<file path="src/rtl/rom_arb_pkg.sv">
// Shared types and helpers for the ROM burst arbiter.
//   arb_state_t : FSM states (IDLE = arbitrating, BURST = issuing beats)
//   onehot()    : index -> one-hot vector, zero when idx is outside 0..n-1
package rom_arb_pkg;

    localparam int MAX_REQ = 8;

    typedef enum logic {IDLE, BURST} arb_state_t;

    function automatic logic [MAX_REQ-1:0] onehot(input int idx, input int n);
        logic [MAX_REQ-1:0] v;
        v = (idx >= 0 && idx < n) ? (MAX_REQ'(1) << idx) : '0;
        return v;
    endfunction

endpackage

</file>
<file path="src/rtl/rom_burst_arbiter_rr_pick.sv">
// Combinational round-robin picker.
//   req   : request vector
//   ptr   : highest-priority index this round
//   valid : any request present
//   idx   : first set bit at or above ptr, searched cyclically
// The request vector is duplicated so the cyclic search becomes one linear
// priority encode over 2*N bits with everything below ptr masked off.
module rr_pick #(
    parameter int N  = 4,
    parameter int PW = (N > 1) ? $clog2(N) : 1
) (
    input  logic [N-1:0]  req,
    input  logic [PW-1:0] ptr,
    output logic          valid,
    output logic [PW-1:0] idx
);

    logic [2*N-1:0] masked;

    always_comb begin
        // NOTE: combinational blocks use blocking '=' and assign every output
        // a default first, so no path leaves a value held (no latch inferred).
        valid  = 1'b0;
        idx    = '0;
        masked = {req, req} & ({(2*N){1'b1}} << ptr);
        for (int i = 0; i < 2*N; i++) begin
            if (masked[i] && !valid) begin
                valid = 1'b1;
                idx   = PW'(i % N);
            end
        end
    end

endmodule

</file>
<file path="src/rtl/rom_burst_arbiter.sv">
// Round-robin burst arbiter in front of one single-port synchronous ROM.
//   clk, rst_n : clock, asynchronous active-low reset
//   req        : level request per requester
//   req_addr   : packed burst start addresses, requester i at [i*ADDR_WIDTH +: ADDR_WIDTH]
//   req_len    : packed burst lengths (beats-1), requester i at [i*LEN_WIDTH +: LEN_WIDTH]
//   gnt        : one-hot single-cycle pulse when a burst is accepted
//   rom_addr   : registered ROM address, one beat per clock while bursting
//   rom_q      : ROM read data, valid one cycle after rom_addr
//   rd_data    : rom_q passed through
//   rd_valid   : one-hot owner of rd_data this cycle
//   rd_last    : final beat of the burst
//   busy       : burst issuing or a beat still returning
module rom_burst_arbiter
    import rom_arb_pkg::*;
#(
    parameter int N_REQ      = 4,
    parameter int ADDR_WIDTH = 3,
    parameter int DATA_WIDTH = 3,
    parameter int LEN_WIDTH  = 3
) (
    input  logic                        clk,
    input  logic                        rst_n,
    input  logic [N_REQ-1:0]            req,
    input  logic [N_REQ*ADDR_WIDTH-1:0] req_addr,
    input  logic [N_REQ*LEN_WIDTH-1:0]  req_len,
    output logic [N_REQ-1:0]            gnt,
    output logic [ADDR_WIDTH-1:0]       rom_addr,
    input  logic [DATA_WIDTH-1:0]       rom_q,
    output logic [DATA_WIDTH-1:0]       rd_data,
    output logic [N_REQ-1:0]            rd_valid,
    output logic                        rd_last,
    output logic                        busy
);

    localparam int PTR_W = $clog2(N_REQ);

    arb_state_t             state_q, state_d;
    logic [PTR_W-1:0]       owner_q, owner_d;
    logic [PTR_W-1:0]       ptr_q, ptr_d;
    logic [LEN_WIDTH-1:0]   cnt_q, cnt_d;
    logic [ADDR_WIDTH-1:0]  addr_d;
    logic [N_REQ-1:0]       gnt_d, rd_valid_d;
    logic                   rd_last_d;

    logic                   pick_valid;
    logic [PTR_W-1:0]       pick_idx;
    logic [ADDR_WIDTH-1:0]  addr_arr [N_REQ];
    logic [LEN_WIDTH-1:0]   len_arr  [N_REQ];
    logic [MAX_REQ-1:0]     pick_oh, owner_oh;

    rr_pick #(.N(N_REQ), .PW(PTR_W)) u_pick (
        .req   (req),
        .ptr   (ptr_q),
        .valid (pick_valid),
        .idx   (pick_idx)
    );

    always_comb begin
        for (int i = 0; i < N_REQ; i++) begin
            addr_arr[i] = req_addr[i*ADDR_WIDTH +: ADDR_WIDTH];
            len_arr[i]  = req_len[i*LEN_WIDTH +: LEN_WIDTH];
        end
    end

    assign pick_oh  = onehot(int'(pick_idx), N_REQ);
    assign owner_oh = onehot(int'(owner_q), N_REQ);

    // State register.
    always_ff @(posedge clk or negedge rst_n) begin
        if (!rst_n) state_q <= IDLE;
        else        state_q <= state_d;
    end

    // Next-state and datapath next values.
    always_comb begin
        state_d    = state_q;
        owner_d    = owner_q;
        ptr_d      = ptr_q;
        cnt_d      = cnt_q;
        addr_d     = rom_addr;
        gnt_d      = '0;
        rd_valid_d = '0;
        rd_last_d  = 1'b0;
        unique case (state_q)
            IDLE: begin
                if (pick_valid) begin
                    owner_d = pick_idx;
                    cnt_d   = len_arr[pick_idx];
                    addr_d  = addr_arr[pick_idx];
                    gnt_d   = pick_oh[N_REQ-1:0];
                    // Winner becomes lowest priority for the next round.
                    ptr_d   = (pick_idx == PTR_W'(N_REQ-1)) ? '0 : pick_idx + PTR_W'(1);
                    state_d = BURST;
                end
            end
            BURST: begin
                // The address on rom_addr this cycle is an issued beat; its
                // data comes back next cycle, so the return tags are registered.
                rd_valid_d = owner_oh[N_REQ-1:0];
                rd_last_d  = (cnt_q == '0);
                if (cnt_q != '0) begin
                    addr_d = rom_addr + ADDR_WIDTH'(1);
                    cnt_d  = cnt_q - LEN_WIDTH'(1);
                end else begin
                    state_d = IDLE;
                end
            end
            default: state_d = IDLE;
        endcase
    end

    always_ff @(posedge clk or negedge rst_n) begin
        // NOTE: sequential state uses non-blocking '<=' so every register
        // samples pre-edge values, independent of statement order.
        if (!rst_n) begin
            owner_q  <= '0;
            ptr_q    <= '0;
            cnt_q    <= '0;
            rom_addr <= '0;
            gnt      <= '0;
            rd_valid <= '0;
            rd_last  <= 1'b0;
        end else begin
            owner_q  <= owner_d;
            ptr_q    <= ptr_d;
            cnt_q    <= cnt_d;
            rom_addr <= addr_d;
            gnt      <= gnt_d;
            rd_valid <= rd_valid_d;
            rd_last  <= rd_last_d;
        end
    end

    assign rd_data = rom_q;
    assign busy    = (state_q == BURST) | (|rd_valid);

endmodule

</file>
<file path="config.mk">
export PLATFORM = sky130hd
export DESIGN_NAME = rom_burst_arbiter
export DESIGN_NICKNAME = d
export VERILOG_FILES = /design/src/rtl/rom_arb_pkg.sv /design/src/rtl/rom_burst_arbiter_rr_pick.sv /design/src/rtl/rom_burst_arbiter.sv
export SDC_FILE = /design/constraint.sdc
export NUM_CORES = 1
export LEC_CHECK = 0
export BUFFER_PORTS_ARGS = -buffer_cell sky130_fd_sc_hd__buf_2
export CORE_AREA = 8 8 59 61
export DETAILED_ROUTE_END_ITERATION = 6
export DIE_AREA = 0 0 67 69
export PLACE_DENSITY = 0.8
export SYNTH_ARGS = -nofsm -noshare
export SYNTH_HDL_FRONTEND = slang
export SYNTH_SLANG_ARGS = --single-unit
</file>
<file path="constraint.sdc">
create_clock -name clk -period 2.4 [get_ports clk]
set_input_delay 0 -clock clk [delete_from_list [all_inputs] [get_ports clk]]
set_output_delay 0 -clock clk [all_outputs]
set_load 0.05 [all_outputs]
</file>
=== Word-level counts from Yosys, hierarchy flattened ===
Cells that the tools add are included.

* Input port bits: 33
* Register bits: 20
* Output and inout port bits: 16

* Muxes and demuxes: 35
* Bitwise gates (word level): 4
* Shifts and indexed selects: 3
* Reductions and logical operators: 19
* $lt $le $gt $ge: 1
* Equality and inequality tests: 3
* Add/subtract/negate cells: 3

{| class="wikitable"
|+ Operators by type and width
! operator !! count
|-
| 3-bit two-way mux || 8
|-
| 2-bit two-way mux || 7
|-
| 3-bit binary-select mux with 2-bit select || 2
|-
| 1-bit two-way mux || 12
|-
| 4-bit two-way mux || 3
|-
| 3-bit case mux with 2 select lines || 2
|-
| 8-bit AND || 1
|-
| 1-bit by 2-bit left shift with 4-bit output, first input constant || 2
|-
| 8-bit by 2-bit left shift with 8-bit output, first input constant || 1
|-
| 1-bit logical AND || 7
|-
| 1-bit zero test || 7
|-
| 2-bit AND reduction || 2
|-
| 4-bit OR reduction || 1
|-
| 3-bit by 1-bit adder with 3-bit output, second input constant || 1
|-
| 3-bit >= comparator, second input constant || 1
|-
| 3-bit zero test || 1
|-
| 2-bit inverter with 3-bit output || 1
|-
| 3-bit nonzero test || 1
|-
| 3-bit by 1-bit subtractor with 3-bit output, second input constant || 1
|-
| 2-bit by 1-bit adder with 2-bit output, second input constant || 1
|-
| 2-bit == test, second input constant || 1
|-
| 2-bit by 1-bit != test with 1-bit output, second input constant || 1
|-
| 2-bit != test, second input constant || 1
|-
| 1-bit case mux with 2 select lines || 1
|-
| 2 further kinds || 2
|}

=== Depth between registers and ports, before layout ===
Gate-level depths: netlist of run 1.

* Depth after elaboration: 30
* Depth in mapped cells: 7
* Depth with buffers taken out: 7

=== Cells and area by module ===
A second synthesis of run 1 with hierarchy kept.

* Cell total of the unflattened synthesis: 109
* Area total of the unflattened synthesis: 1167.4 µm²

{| class="wikitable"
|+ By module, submodules not included
! module !! times used !! area each (µm²) !! cells an instance
|-
| rom_burst_arbiter || 1 || 1093.5 || 97
|-
| rr_pick || 1 || 73.8 || 12
|}

=== Worst setup path before layout of run 1 ===
No wires, ideal clock.

* Path kind: reg-to-reg
* From: reg ptr_q[0]
* To: reg cnt_q[1]
* Setup time: 0.075 ns
* Setup slack: 0.750 ns
* Arrival: 1.575 ns
* Stages on the path, launching flop included: 8
* Data required time: 2.325 ns
* Path through: dfrtp_1 -> or2b_1 -> nor2b_1 -> o22a_1 -> buf_6 -> inv_2 -> mux2_2 -> o21ai_2

* Word-level cells in the longest chain between the ends: 30
* Elaborated cells between the ends (all ways): 39

{| class="wikitable"
|+ Ends and longest elaborated chain
! element !! line !! RTL
|-
| start: declaration || rom_burst_arbiter.sv:39 || <nowiki>logic [PTR_W-1:0] ptr_q, ptr_d;</nowiki>
|-
| start signal: assignment || rom_burst_arbiter.sv:125 || <nowiki>ptr_q <= ptr_d;</nowiki>
|-
| 8-bit by 2-bit left shift with 8-bit output (*) || rom_burst_arbiter_rr_pick.sv:25 || <nowiki>masked = {req, req} & ({(2*N){1'b1}} << ptr);</nowiki>
|-
| 8-bit AND (*) || rom_burst_arbiter_rr_pick.sv:25 ||
|-
| 1-bit two-way mux || rom_burst_arbiter_rr_pick.sv:27 || <nowiki>if (masked[i] && !valid) begin</nowiki>
|-
| 1-bit zero test || rom_burst_arbiter_rr_pick.sv:27 ||
|-
| 1-bit logical AND || rom_burst_arbiter_rr_pick.sv:27 ||
|-
| 1-bit two-way mux || rom_burst_arbiter_rr_pick.sv:27 ||
|-
| 1-bit zero test || rom_burst_arbiter_rr_pick.sv:27 ||
|-
| 1-bit logical AND || rom_burst_arbiter_rr_pick.sv:27 ||
|-
| [... 14 more ...] || -- ||
|-
| 1-bit logical AND || rom_burst_arbiter_rr_pick.sv:27 ||
|-
| 2-bit two-way mux (*) || rom_burst_arbiter_rr_pick.sv:27 ||
|-
| via pick_idx[1] || rom_burst_arbiter.sv:46 || <nowiki>logic [PTR_W-1:0] pick_idx;</nowiki>
|-
| 2-bit inverter with 3-bit output (implied by the code) (*) || rom_burst_arbiter.sv:88 || <nowiki>cnt_d = len_arr[pick_idx];</nowiki>
|-
| 3-bit binary-select mux with 2-bit select (*) || rom_burst_arbiter.sv:88 ||
|-
| 3-bit two-way mux (implied by the code) (*) (2 in series) || rom_burst_arbiter.sv:88 ||
|-
| 3-bit two-way mux (*) || rom_burst_arbiter.sv:86 || <nowiki>if (pick_valid) begin</nowiki>
|-
| 3-bit case mux with 2 select lines (*) || rom_burst_arbiter.sv:84 || <nowiki>unique case (state_q)</nowiki>
|-
| end signal: assignment || rom_burst_arbiter.sv:126 || <nowiki>cnt_q <= cnt_d;</nowiki>
|-
| end: declaration || rom_burst_arbiter.sv:40 || <nowiki>logic [LEN_WIDTH-1:0] cnt_q, cnt_d;</nowiki>
|}

The timed path passes the listed nets; every way through them passes the cells marked *. The select of a mux whose other input is x is not followed.
A chain may end at the register's enable or synchronous reset.

=== Worst setup path after layout of run 1 ===
* From: reg ptr_q[1]
* To: reg rom_addr[0]

* Word-level cells in the longest chain between the ends: 30
* Elaborated cells between the ends (all ways): 39

{| class="wikitable"
|+ Ends and longest elaborated chain
! element !! line !! RTL
|-
| 8-bit by 2-bit left shift with 8-bit output (*) || rom_burst_arbiter_rr_pick.sv:25 ||
|-
| 8-bit AND (*) || rom_burst_arbiter_rr_pick.sv:25 ||
|-
| 1-bit two-way mux || rom_burst_arbiter_rr_pick.sv:27 ||
|-
| 1-bit zero test || rom_burst_arbiter_rr_pick.sv:27 ||
|-
| 1-bit logical AND || rom_burst_arbiter_rr_pick.sv:27 ||
|-
| 1-bit two-way mux || rom_burst_arbiter_rr_pick.sv:27 ||
|-
| 1-bit zero test || rom_burst_arbiter_rr_pick.sv:27 ||
|-
| 1-bit logical AND || rom_burst_arbiter_rr_pick.sv:27 ||
|-
| [... 13 more ...] || -- ||
|-
| 1-bit zero test || rom_burst_arbiter_rr_pick.sv:27 ||
|-
| 1-bit logical AND || rom_burst_arbiter_rr_pick.sv:27 ||
|-
| 2-bit two-way mux || rom_burst_arbiter_rr_pick.sv:27 ||
|-
| 2-bit inverter with 3-bit output (implied by the code) || rom_burst_arbiter.sv:89 || <nowiki>addr_d = addr_arr[pick_idx];</nowiki>
|-
| 3-bit binary-select mux with 2-bit select || rom_burst_arbiter.sv:89 ||
|-
| 3-bit two-way mux (implied by the code) (2 in series) || rom_burst_arbiter.sv:89 ||
|-
| 3-bit two-way mux || rom_burst_arbiter.sv:86 ||
|-
| 3-bit case mux with 2 select lines || rom_burst_arbiter.sv:84 ||
|-
| end signal: assignment || rom_burst_arbiter.sv:127 || <nowiki>rom_addr <= addr_d;</nowiki>
|-
| end: declaration || rom_burst_arbiter.sv:27 || <nowiki>output logic [ADDR_WIDTH-1:0] rom_addr,</nowiki>
|}

Mark *: on every way between the ends. The rest lies on a longest branch, timed or not. The select of a mux whose other input is x is not followed.

==> results.md, run 1 <==
* # H-tree levels at 1
* Core ar. at 0.00262 sq mm
* Initial Utilization at 46.8%
* Critical path class: flop to flop
* Post-Place Setup Slack at 465 ps
* Sinks on Clock Net at 20
* Syn avg cell area at 10.0 sq um
* Setup TNS at 0 ps
* #FFs+latches synth at 20
* Grt ovf at 0
* WL final at 2.75 mm
* Synth unique cells at 30
* Hold Fails Final Rpt at 0
* Share of post-route cells with drive strength above 1 at 35.2%
* Final nets at 203
* Asr flop ratio synth at 100%
* Power Density at 1310 mW/mm^2
* Post-CTS Setup Bufs at 0
* Unrepaired setup endpoints after global routing: false
* Slew headroom at 60.6%
* Seq/Total Area, Yosys at 40.9%
* Final Core Density at 56.3%
* Largest net degree at the start of global routing at 21
* Hold Buf Count CTS at 1
* Clk_lat worst skew at 300 ps
* Post-route ant nets at 0
* CP endpoint kind: flop
* Reg-to-Reg Start: ptr_q[1]
* Leakage at 0.000779 uW
* Clk pin slew, worst setup/hold paths at 120 ps
* CTS Buf Count at 3
* Die Width at 67 um
* Vias in the first global route at 1127
* Area growth from synthesis to layout at 20.1%
* Final worst-path cycle share at 81.9%
* RePlAce Congestion at 0.805
* Initial drt markers at 20
* Crit-path max FO at 11
* Residual DRC at 0
* GRT Resource Usage Total at 12.2%
* Clk_skew at 13.6 ps
* Synth Instances at 122
* Commonest non-fill, non-tap cell in the layout: buf_2
* DR WL/cell at 14.3 um
* Post-DP HPWL at 2.25 mm
* Post-synth EDFFs at 0
* Fin crit period at 1970 ps
* Area of the mapped netlist at 0.00122 sq mm
* R2R Path End: rom_addr[0]
* Worst slew pin tran at 591 ps
* Worst VDD drop at 963 uV
* Clock Path Buffers at 2
* CP startpoint: ptr_q[1]
* First-pass GRT wire length at 4.71 mm
* CP required at 2620 ps
* CTS tree: yes
* Vias per std cell at 5.19
* Site row count at 19
* Synthesized net count at 162
* Fin. max-slew vios at 0
* # placed instances at 188
* Ys Warns at 0
* Crit path launch type: flop
* IO buf count at 42
* Max-Cap Viols at 0
* R2r setup slk at 430 ps
* Top Ports at 49
* Pre-Repair DR Iteration Count at 2
* N_diodes at 0
* Worst R2R Path Depth at 6
* Initial antenna violation count at 0
* Post-route insts no fill at 193
* Status: finished, final reports clean
* Highest clock rate at 509 MHz
* Endpoints failing setup at 0
* Commonest cells after routing, fill and taps aside: buf_2 (42), dfrtp_1 (20), mux2i_1 (15)
* Worst setup path endpoint: rom_addr[0]
* Data arrival time of the worst path at 2180 ps
* Clock root buffer: clkbuf_4
* Final Worst Setup Slack at 435 ps
* Routed via count at 1002
* Min-Delay Path Class: primary input to output port
* Ys flop type: dfrtp_1
* PostCTS Resize Cnt at 0
* Vert. Die Dim at 69 um
* Die ar. at 0.00462 sq mm
==> synthesized netlist by cell type (2+ instances only) <==
cell,number,area share [%]
and2_1,5,2.6
ha_1,7,7.1
o21ai_2,2,1.4
buf_4,3,1.8
nor2b_1,4,2.0
nand2b_1,4,2.0
nand3_1,2,0.82
nand2_1,9,2.8
mux2i_1,15,12
o21ai_0,4,1.6
dfrtp_1,20,41
buf_6,2,1.8
a21oi_1,6,2.5
o21ai_1,4,1.6
inv_1,5,1.5
nor2_1,7,2.1
mux2_2,6,5.5
nor3b_1,3,1.8
clkbuf_1,3,0.92
==> final cells by class <==
type	instances	area, sq um
Sequential cell	20	500
Multi-Input combinational cell	88	646
Timing Repair Buffer	44	228
Fill cell	248	1140
Inverter	6	22.5
Clock buffer	4	36.3
Tap cell	31	38.8
==> kinds of logic (layout without fill, tap and decap cells) <==
group / after synthesis / count (layout) / synth area share (%)
muxes: 21 / 21 / 17.8
and+or+nand+nor: 38 / 38 / 16.4
xor gates and xnor gates: 1 / 1 / 0.715
buffers and inverters: 14 / 54 / 6.43
adders and majority gates: 7 / 7 / 7.15
AOI/OAI and AO/OA: 21 / 21 / 10.6
DFF: 20 / 20 / 40.9
==> worst min path at each step <==
stage | slack [ps] | cells past startpoint | startpoint | end
final | 0.02 | 0 | rom_q[2] | rd_data[2]
after floorplan | -300 | 0 | rst_n | cnt_q[0]
after global routing | 0.07 | 0 | rom_q[2] | rd_data[2]
after CTS | 0.6 | 0 | rom_q[2] | rd_data[2]
after global placement | -40 | 1 | rst_n | gnt[1]
after detailed placement | -30 | 1 | rst_n | gnt[3]
==> per-layer routing <==
| metal | GRT usage [%] | up-vias | wire (um) |
|---|---|---|---|
| met5 | 0 | - | 0 |
| met4 | 1.63 | 0 | 14 |
| met3 | 4.20 | 2 | 234 |
| met2 | 20.6 | 43 | 1330 |
| met1 | 14.6 | 463 | 1180 |
| li1 | - | 494 | - |
==> sequential cells by signal (all words and copies together) (netlist names) <==
signal    count
rd_valid      4
state_q       1
rom_addr      3
owner_q       2
rd_last       1
cnt_q         3
ptr_q         2
gnt           4
==> power breakdown <==
group          leakage [uW]  switching [uW]  internal [uW]
clock network     0.0000210             103           92.4
registers          0.000250             141            485
logic              0.000507             696            415
total              0.000779             940            993
==> critical path, cell delays in order, from the launching register on <==
cell	delay (ps)
dfrtp_1	450
a21o_1	170
a21oi_1	130
o22a_1	540
mux2i_1	170
mux2_2	300
o21ai_1	120
==> through the flow <==
step                      hold slack [ps]  cell area [sq um]  total power (uW)
final                              0.0193               1470              1930
after global routing               0.0732               1470              2100
after CTS                           0.589               1470              1950
after detailed placement            -27.3               1430              1760
after global placement              -37.0               1430              1700
after floorplan                      -296               1220              1530
Note: power is estimated with default switching activity, not from simulation.
==> run 2, diff against run 1 <==
--- a/config.mk
+++ b/config.mk
@@ -6,10 +6,10 @@
 export NUM_CORES = 1
 export LEC_CHECK = 0
 export BUFFER_PORTS_ARGS = -buffer_cell sky130_fd_sc_hd__buf_2
-export CORE_AREA = 8 8 59 61
+export CORE_AREA = 8 8 63 65
 export DETAILED_ROUTE_END_ITERATION = 6
-export DIE_AREA = 0 0 67 69
-export PLACE_DENSITY = 0.8
+export DIE_AREA = 0 0 71 73
+export PLACE_DENSITY = 0.73
 export SYNTH_ARGS = -nofsm -noshare
 export SYNTH_HDL_FRONTEND = slang
 export SYNTH_SLANG_ARGS = --single-unit
==> constraint.sdc (replaced) <==
create_clock -name clk -period 1.66 [get_ports clk]
set_input_delay 0 -clock clk [delete_from_list [all_inputs] [get_ports clk]]
set_output_delay 0 -clock clk [all_outputs]
set_load 0.05 [all_outputs]
==> results.md, run 2 (synthesis gave the netlist of run 1 again) <==
* Status: complete, but fails checks (was finished, final reports clean)
* Failing checks: setup timing
* Met1 Usage GRT at 12.5% (was 14.6%)
* Max-Cap Viols at 0 (unchanged)
* Hold slack final at 0.0193 ps (about the same)
* Pre-Repair DR Iteration Count at 3 (was 2)
* Final Worst Setup Slack at -88.1 ps (was 435 ps)
* CP required at 1900 ps (was 2620 ps)
* IO buf count at 42 (unchanged)
* Final nets at 213 (was 203)
* Vias in the first global route at 1208 (was 1127)
* Endpoints failing setup at 6 (was 0)
* Post-Place Setup Slack at -71.7 ps (was 465 ps)
* Fin crit period at 1750 ps (was 1970 ps)
* Leakage at 0.000868 uW (was 0.000779 uW)
* Clock root buffer: clkbuf_4 (unchanged)
* Clk_skew at 5.69 ps (was 13.6 ps)
* CP peak stage delay at 410 ps (was 540 ps)
* CP endpoint kind: flop (unchanged)
* Initial Utilization at 41.5% (was 46.8%)
* WL final at 2.88 mm (was 2.75 mm)
* Commonest cells after routing, fill and taps aside: buf_2 (42), dfrtp_1 (20), mux2i_1 (15) (unchanged)
* Min-delay src: rom_q[2] (unchanged)
* CTS tree: yes (unchanged)
* Data arrival time of the worst path at 1990 ps (was 2180 ps)
* Worst path cell trace: or2b_1 -> nor2b_4 -> o22a_4 -> buf_12 -> mux2i_1 -> mux2_4 -> o21ai_1 (was a21o_1 -> a21oi_1 -> o22a_1 -> mux2i_1 -> mux2_2 -> o21ai_1)
* Power Density at 1980 mW/mm^2 (was 1310 mW/mm^2)
* Global route hottest layer: met2 (unchanged)
* Unrepaired setup endpoints after global routing: true (was false)
* Largest net degree at the start of global routing at 21 (unchanged)
* Die ar. at 0.00518 sq mm (was 0.00462 sq mm)
* Post-route ant nets at 0 (unchanged)
* R2r setup slk at -90 ps (was 430 ps)
* Worst VDD drop at 838 uV (was 963 uV)
* Clk pin slew, worst setup/hold paths at 120 ps (about the same)
* R2R Path End: cnt_q[0] (was rom_addr[0])
* # H-tree levels at 1 (unchanged)
* N_diodes at 0 (unchanged)
* Critical path's slowest cell: dfrtp_1 (was o22a_1)
* Share of post-route cells with drive strength above 1 at 43.0% (was 35.2%)
* Final worst-path cycle share at 105% (was 81.9%)
* Vert. Die Dim at 73 um (was 69 um)
* Crit-path max FO at 8 (was 11)
* Min-Delay Path Class: primary input to output port (unchanged)
* Hold Crit Endpoint: rd_data[2] (unchanged)
* First-pass GRT wire length at 5.09 mm (was 4.71 mm)
* GRT Resource Usage Total at 12.0% (was 12.2%)
* Sinks on Clock Net at 20 (unchanged)
* RePlAce Congestion at 0.850 (was 0.805)
* Largest registers: gnt x4, rd_valid x4 (unchanged)
* Clk_lat worst skew at 310 ps (was 300 ps)
* Initial drt markers at 35 (was 20)
* DR WL/cell at 14.1 um (was 14.3 um)
* Worst slew pin tran at 501 ps (was 591 ps)
* Reg-to-Reg Start: ptr_q[0] (was ptr_q[1])
* Area growth from synthesis to layout at 34.3% (was 20.1%)
* CTS Buf Count at 3 (unchanged)
* Critical path class: flop to flop (unchanged)
* GR Util met3 at 4.40% (was 4.20%)
* Commonest non-fill, non-tap cell in the layout: buf_2 (unchanged)
* Hold Path Cell Cnt at 0 (unchanged)
* Vias per std cell at 5.13 (was 5.19)
* Site row count at 20 (was 19)
* Grt ovf at 0 (unchanged)
* GR Layer Usage met2 at 21.8% (was 20.6%)
* Top Ports at 49 (unchanged)
* Final Core Density at 55.7% (was 56.3%)
* Fin. max-slew vios at 0 (unchanged)
* Hold Fails Final Rpt at 0 (unchanged)
* Crit path launch type: flop (unchanged)
* Core ar. at 0.00295 sq mm (was 0.00262 sq mm)
* Residual DRC at 0 (unchanged)
* Clock Path Buffers at 2 (unchanged)
* Highest clock rate at 572 MHz (was 509 MHz)
* Slew headroom at 66.6% (was 60.6%)
* Die Width at 71 um (was 67 um)
* Routed via count at 1052 (was 1002)
* Post-DP HPWL at 2.28 mm (was 2.25 mm)
* Worst R2R Path Depth at 7 (was 6)
* Initial antenna violation count at 0 (unchanged)
## run 2: final cells by class
class / instances / area, sq um
flip-flops and latches: 20 / 500
clock inverters: 1 / 30.0
multi-input cells: 88 / 702
fillers: 278 / 1310
clock buffers: 3 / 22.5
inverters: 6 / 22.5
well taps: 33 / 41.3
repair buffers: 54 / 327
## run 2: repair_timing
item / CTS / global route
gates resized for setup: 2 / 17
hold buffers: 1 / 0
endpoints found under the setup margin: 6 / 9
hold endpoints to repair: 20 / 0
pin swaps: 0 / 1
cloned: 0 / 1
buffers inserted: 0 / 1
## run 2: through the flow
step,cells,area (sq um),power [uW],TNS [ps]
5_1_grt,205,1650,3510,-932
6_report,205,1650,3250,-410
2_1_floorplan,122,1220,2210,0
3_5_place_dp,198,1500,2700,-245
4_1_cts,203,1570,3130,-339
3_3_place_gp,198,1500,2610,-40.1
## run 2: worst max path at each step
stage / endpoint / slack (ps) / cells past startpoint / from
finish: cnt_q[0] / -90 / 7 / ptr_q[0]
global route: cnt_q[2] / -170 / 7 / ptr_q[0]
detailed placement: cnt_q[2] / -70 / 7 / ptr_q[0]
floorplan: cnt_q[1] / 10 / 7 / ptr_q[0]
CTS: cnt_q[2] / -90 / 7 / ptr_q[0]
global placement: cnt_q[0] / -10 / 7 / ptr_q[0]
## run 2: worst max-delay path, delay by kind of cell (launching register included)
family / cells / cell delay, ps
flip-flops: 1 / 410
AND/OR/NAND/NOR: 2 / 370
AO/OA/AOI/OAI: 2 / 370
multiplexers: 2 / 370
buffers and inverters: 1 / 140
## run 2: routing by layer
| metal | part of all wire (%) | vias up |
|---|---|---|
| li1 | - | 512 |
| met1 | 42 | 498 |
| met2 | 49 | 37 |
| met3 | 8.0 | 5 |
| met4 | 1.1 | 0 |
| met5 | 0 | - |
## run 2: where the power goes
part           switching, uW  internal, uW
combinational           1170           818
sequential               160           702
clock                    162           244
==> run 3, diff against run 2 <==
==> constraint.sdc (replaced) <==
create_clock -name clk -period 1.5 [get_ports clk]
set_input_delay 0 -clock clk [delete_from_list [all_inputs] [get_ports clk]]
set_output_delay 0 -clock clk [all_outputs]
set_load 0.05 [all_outputs]
==> results.md, run 3 (synthesis gave the netlist of run 1 again) <==
* Slew headroom at 67.2% (was 66.6%)
* Sinks on Clock Net at 20 (unchanged)
* Commonest cells after routing, fill and taps aside: buf_2 (42), dfrtp_1 (20), mux2i_1 (15) (unchanged)
* Clk pin slew, worst setup/hold paths at 120 ps (about the same)
* Status: complete, but fails checks (unchanged)
* Clk_lat worst skew at 310 ps (about the same)
* Worst path cell trace: or2b_1 -> nor2b_1 -> o22a_1 -> buf_12 -> mux2i_1 -> mux2_4 -> o21ai_2 (was or2b_1 -> nor2b_4 -> o22a_4 -> buf_12 -> mux2i_1 -> mux2_4 -> o21ai_1)
* Clock Path Buffers at 2 (unchanged)
* Top Ports at 49 (unchanged)
* Crit path launch type: flop (unchanged)
* IO buf count at 42 (unchanged)
* Leakage at 0.000862 uW (was 0.000868 uW)
* Initial drt markers at 47 (was 35)
* Routed via count at 1053 (was 1052)
* Post-route ant nets at 0 (unchanged)
* Clk_skew at 3.07 ps (was 5.69 ps)
* Grt ovf at 0 (unchanged)
* Data arrival time of the worst path at 1990 ps (about the same)
* Min-Delay Path Class: primary input to output port (unchanged)
* Hold Fails Final Rpt at 0 (unchanged)
* Endpoints failing setup at 12 (was 6)
* Area growth from synthesis to layout at 31.9% (was 34.3%)
* Largest net degree at the start of global routing at 21 (unchanged)
* DR WL/cell at 14.6 um (was 14.1 um)
* Pre-Repair DR Iteration Count at 4 (was 3)
* Final Worst Setup Slack at -241 ps (was -88.1 ps)
* Final nets at 214 (was 213)
* Critical path class: flop to flop (unchanged)
* CP peak stage delay at 400 ps (was 410 ps)
* Crit-path max FO at 11 (was 8)
* Unrepaired setup endpoints after global routing: true (unchanged)
* Final worst-path cycle share at 116% (was 105%)
* CTS tree: yes (unchanged)
* Vert. Die Dim at 73 um (unchanged)
* Power Density at 2210 mW/mm^2 (was 1980 mW/mm^2)
* Switching share of power at 45.2% (was 45.7%)
* RePlAce Congestion at 0.757 (was 0.850)
* First-pass GRT wire length at 4.70 mm (was 5.09 mm)
* Largest registers: gnt x4, rd_valid x4 (unchanged)
* Post-DP HPWL at 2.38 mm (was 2.28 mm)
* Switch Pwr at 1610 uW (was 1490 uW)
* CP required at 1750 ps (was 1900 ps)
* Core ar. at 0.00295 sq mm (unchanged)
* CP endpoint kind: flop (unchanged)
* Post-CTS Setup Bufs at 0 (unchanged)
* Worst slew pin tran at 492 ps (was 501 ps)
* Critical path's slowest cell: dfrtp_1 (unchanged)
* Vias in the first global route at 1069 (was 1208)
* Initial Utilization at 41.5% (unchanged)
* Worst VDD drop at 882 uV (was 838 uV)
* Part of the power in the clock network at 12.7% (was 12.5%)
* Die ar. at 0.00518 sq mm (unchanged)
* Vias per std cell at 5.11 (was 5.13)
* Commonest non-fill, non-tap cell in the layout: buf_2 (unchanged)
* Share of post-route cells with drive strength above 1 at 39.9% (was 43.0%)
* Fin crit period at 1740 ps (was 1750 ps)
* Filler instances at 273 (was 278)
* Residual DRC at 0 (unchanged)
* Hold slack final at 0.0193 ps (about the same)
* Clock root buffer: clkbuf_4 (unchanged)
* N_diodes at 0 (unchanged)
* Comb pwr share at 61.0% (about the same)
* WL final at 3.00 mm (was 2.88 mm)
* Failing checks: setup timing (unchanged)
* Top delay family on crit path: multiplexers (was flip-flops)
* Internal power at 1960 uW (was 1760 uW)
* Die Width at 71 um (unchanged)
* Max-Cap Viols at 0 (unchanged)
* GRT Resource Usage Total at 11.3% (was 12.0%)
* # H-tree levels at 1 (unchanged)
* Highest clock rate at 575 MHz (was 572 MHz)
* Site row count at 20 (unchanged)
* CTS Buf Count at 3 (unchanged)
* Reg power frac at 26.3% (was 26.5%)
* WP buf/inv at 1 (unchanged)
* Fin. max-slew vios at 0 (unchanged)
* Initial antenna violation count at 0 (unchanged)
* Setup TNS at -1670 ps (was -410 ps)
[run 3: through the flow]
step / worst slack [ps] / std cells / utilization, % / area, sq um / total power, uW
after floorplan: -107 / 122 / - / 1230 / 2470
after global placement: -125 / 201 / 52.3 / 1550 / 3010
after detailed placement: -177 / 201 / 52.3 / 1550 / 3110
after CTS: -198 / 206 / 54.4 / 1610 / 3570
after global routing: -293 / 206 / 54.7 / 1620 / 3830
final: -241 / 206 / 54.7 / 1620 / 3570
[run 3: final cells by class]
class | instances | area, sq um | area share [%]
sequential | 20 | 500 | 31.0
clock inverter | 1 | 30.0 | 1.86
clock buffer | 3 | 22.5 | 1.39
timing repair buffer | 55 | 335 | 20.8
inverter | 6 | 25.0 | 1.55
multi-input combinational | 88 | 661 | 40.9
tap | 33 | 41.3 | 2.56
[run 3: power by group through the flow]
| stage | Combinational (uW) | Sequential [uW] | Clock [uW] |
|---|---|---|---|
| 6_report | 2180 | 941 | 454 |
| 5_1_grt | 2370 | 973 | 491 |
| 4_1_cts | 2160 | 943 | 459 |
| 3_5_place_dp | 2160 | 956 | 0 |
| 3_3_place_gp | 2070 | 940 | 0 |
| 2_1_floorplan | 1110 | 1360 | 0 |
[run 3: repair_timing]
item	in CTS	in global routing
endpoints found under the hold margin	20	0
pin swaps	1	0
resized for setup	0	2
endpoints found under the setup margin	12	13
hold buffers	1	0
[run 3: final timing paths]
kind / endpoint / slack, ps / startpoint / cells after the start
hold reg to reg: rd_valid[2] / 500 / owner_q[0] / 1
setup reg to reg: cnt_q[2] / -240 / ptr_q[0] / 7
min in group asynchronous: gnt[0] / 150 / rst_n / 2
max in group asynchronous: ptr_q[0] / 1040 / rst_n / 2
setup / recovery: cnt_q[2] / -240 / ptr_q[0] / 7
hold / removal: rd_data[1] / 0.02 / rom_q[1] / 0
[run 3: per-layer routing]
metal | share of wire [%] | track usage (%) | routed length [um] | vias to the layer above
met5 | 0 | 0 | 0 | -
met4 | 1.5 | 5.77 | 46 | 0
li1 | - | - | - | 517
met3 | 5.9 | 2.88 | 177 | 5
met2 | 52 | 20.8 | 1560 | 40
met1 | 41 | 11.5 | 1220 | 491
[run 3: worst register-to-register path, cell delays in order, from the launching register on]
cell and delay [ps]:
dfrtp_1 400, or2b_1 240, nor2b_1 130, o22a_1 220, buf_12 160, mux2i_1 130
mux2_4 280, o21ai_2 120
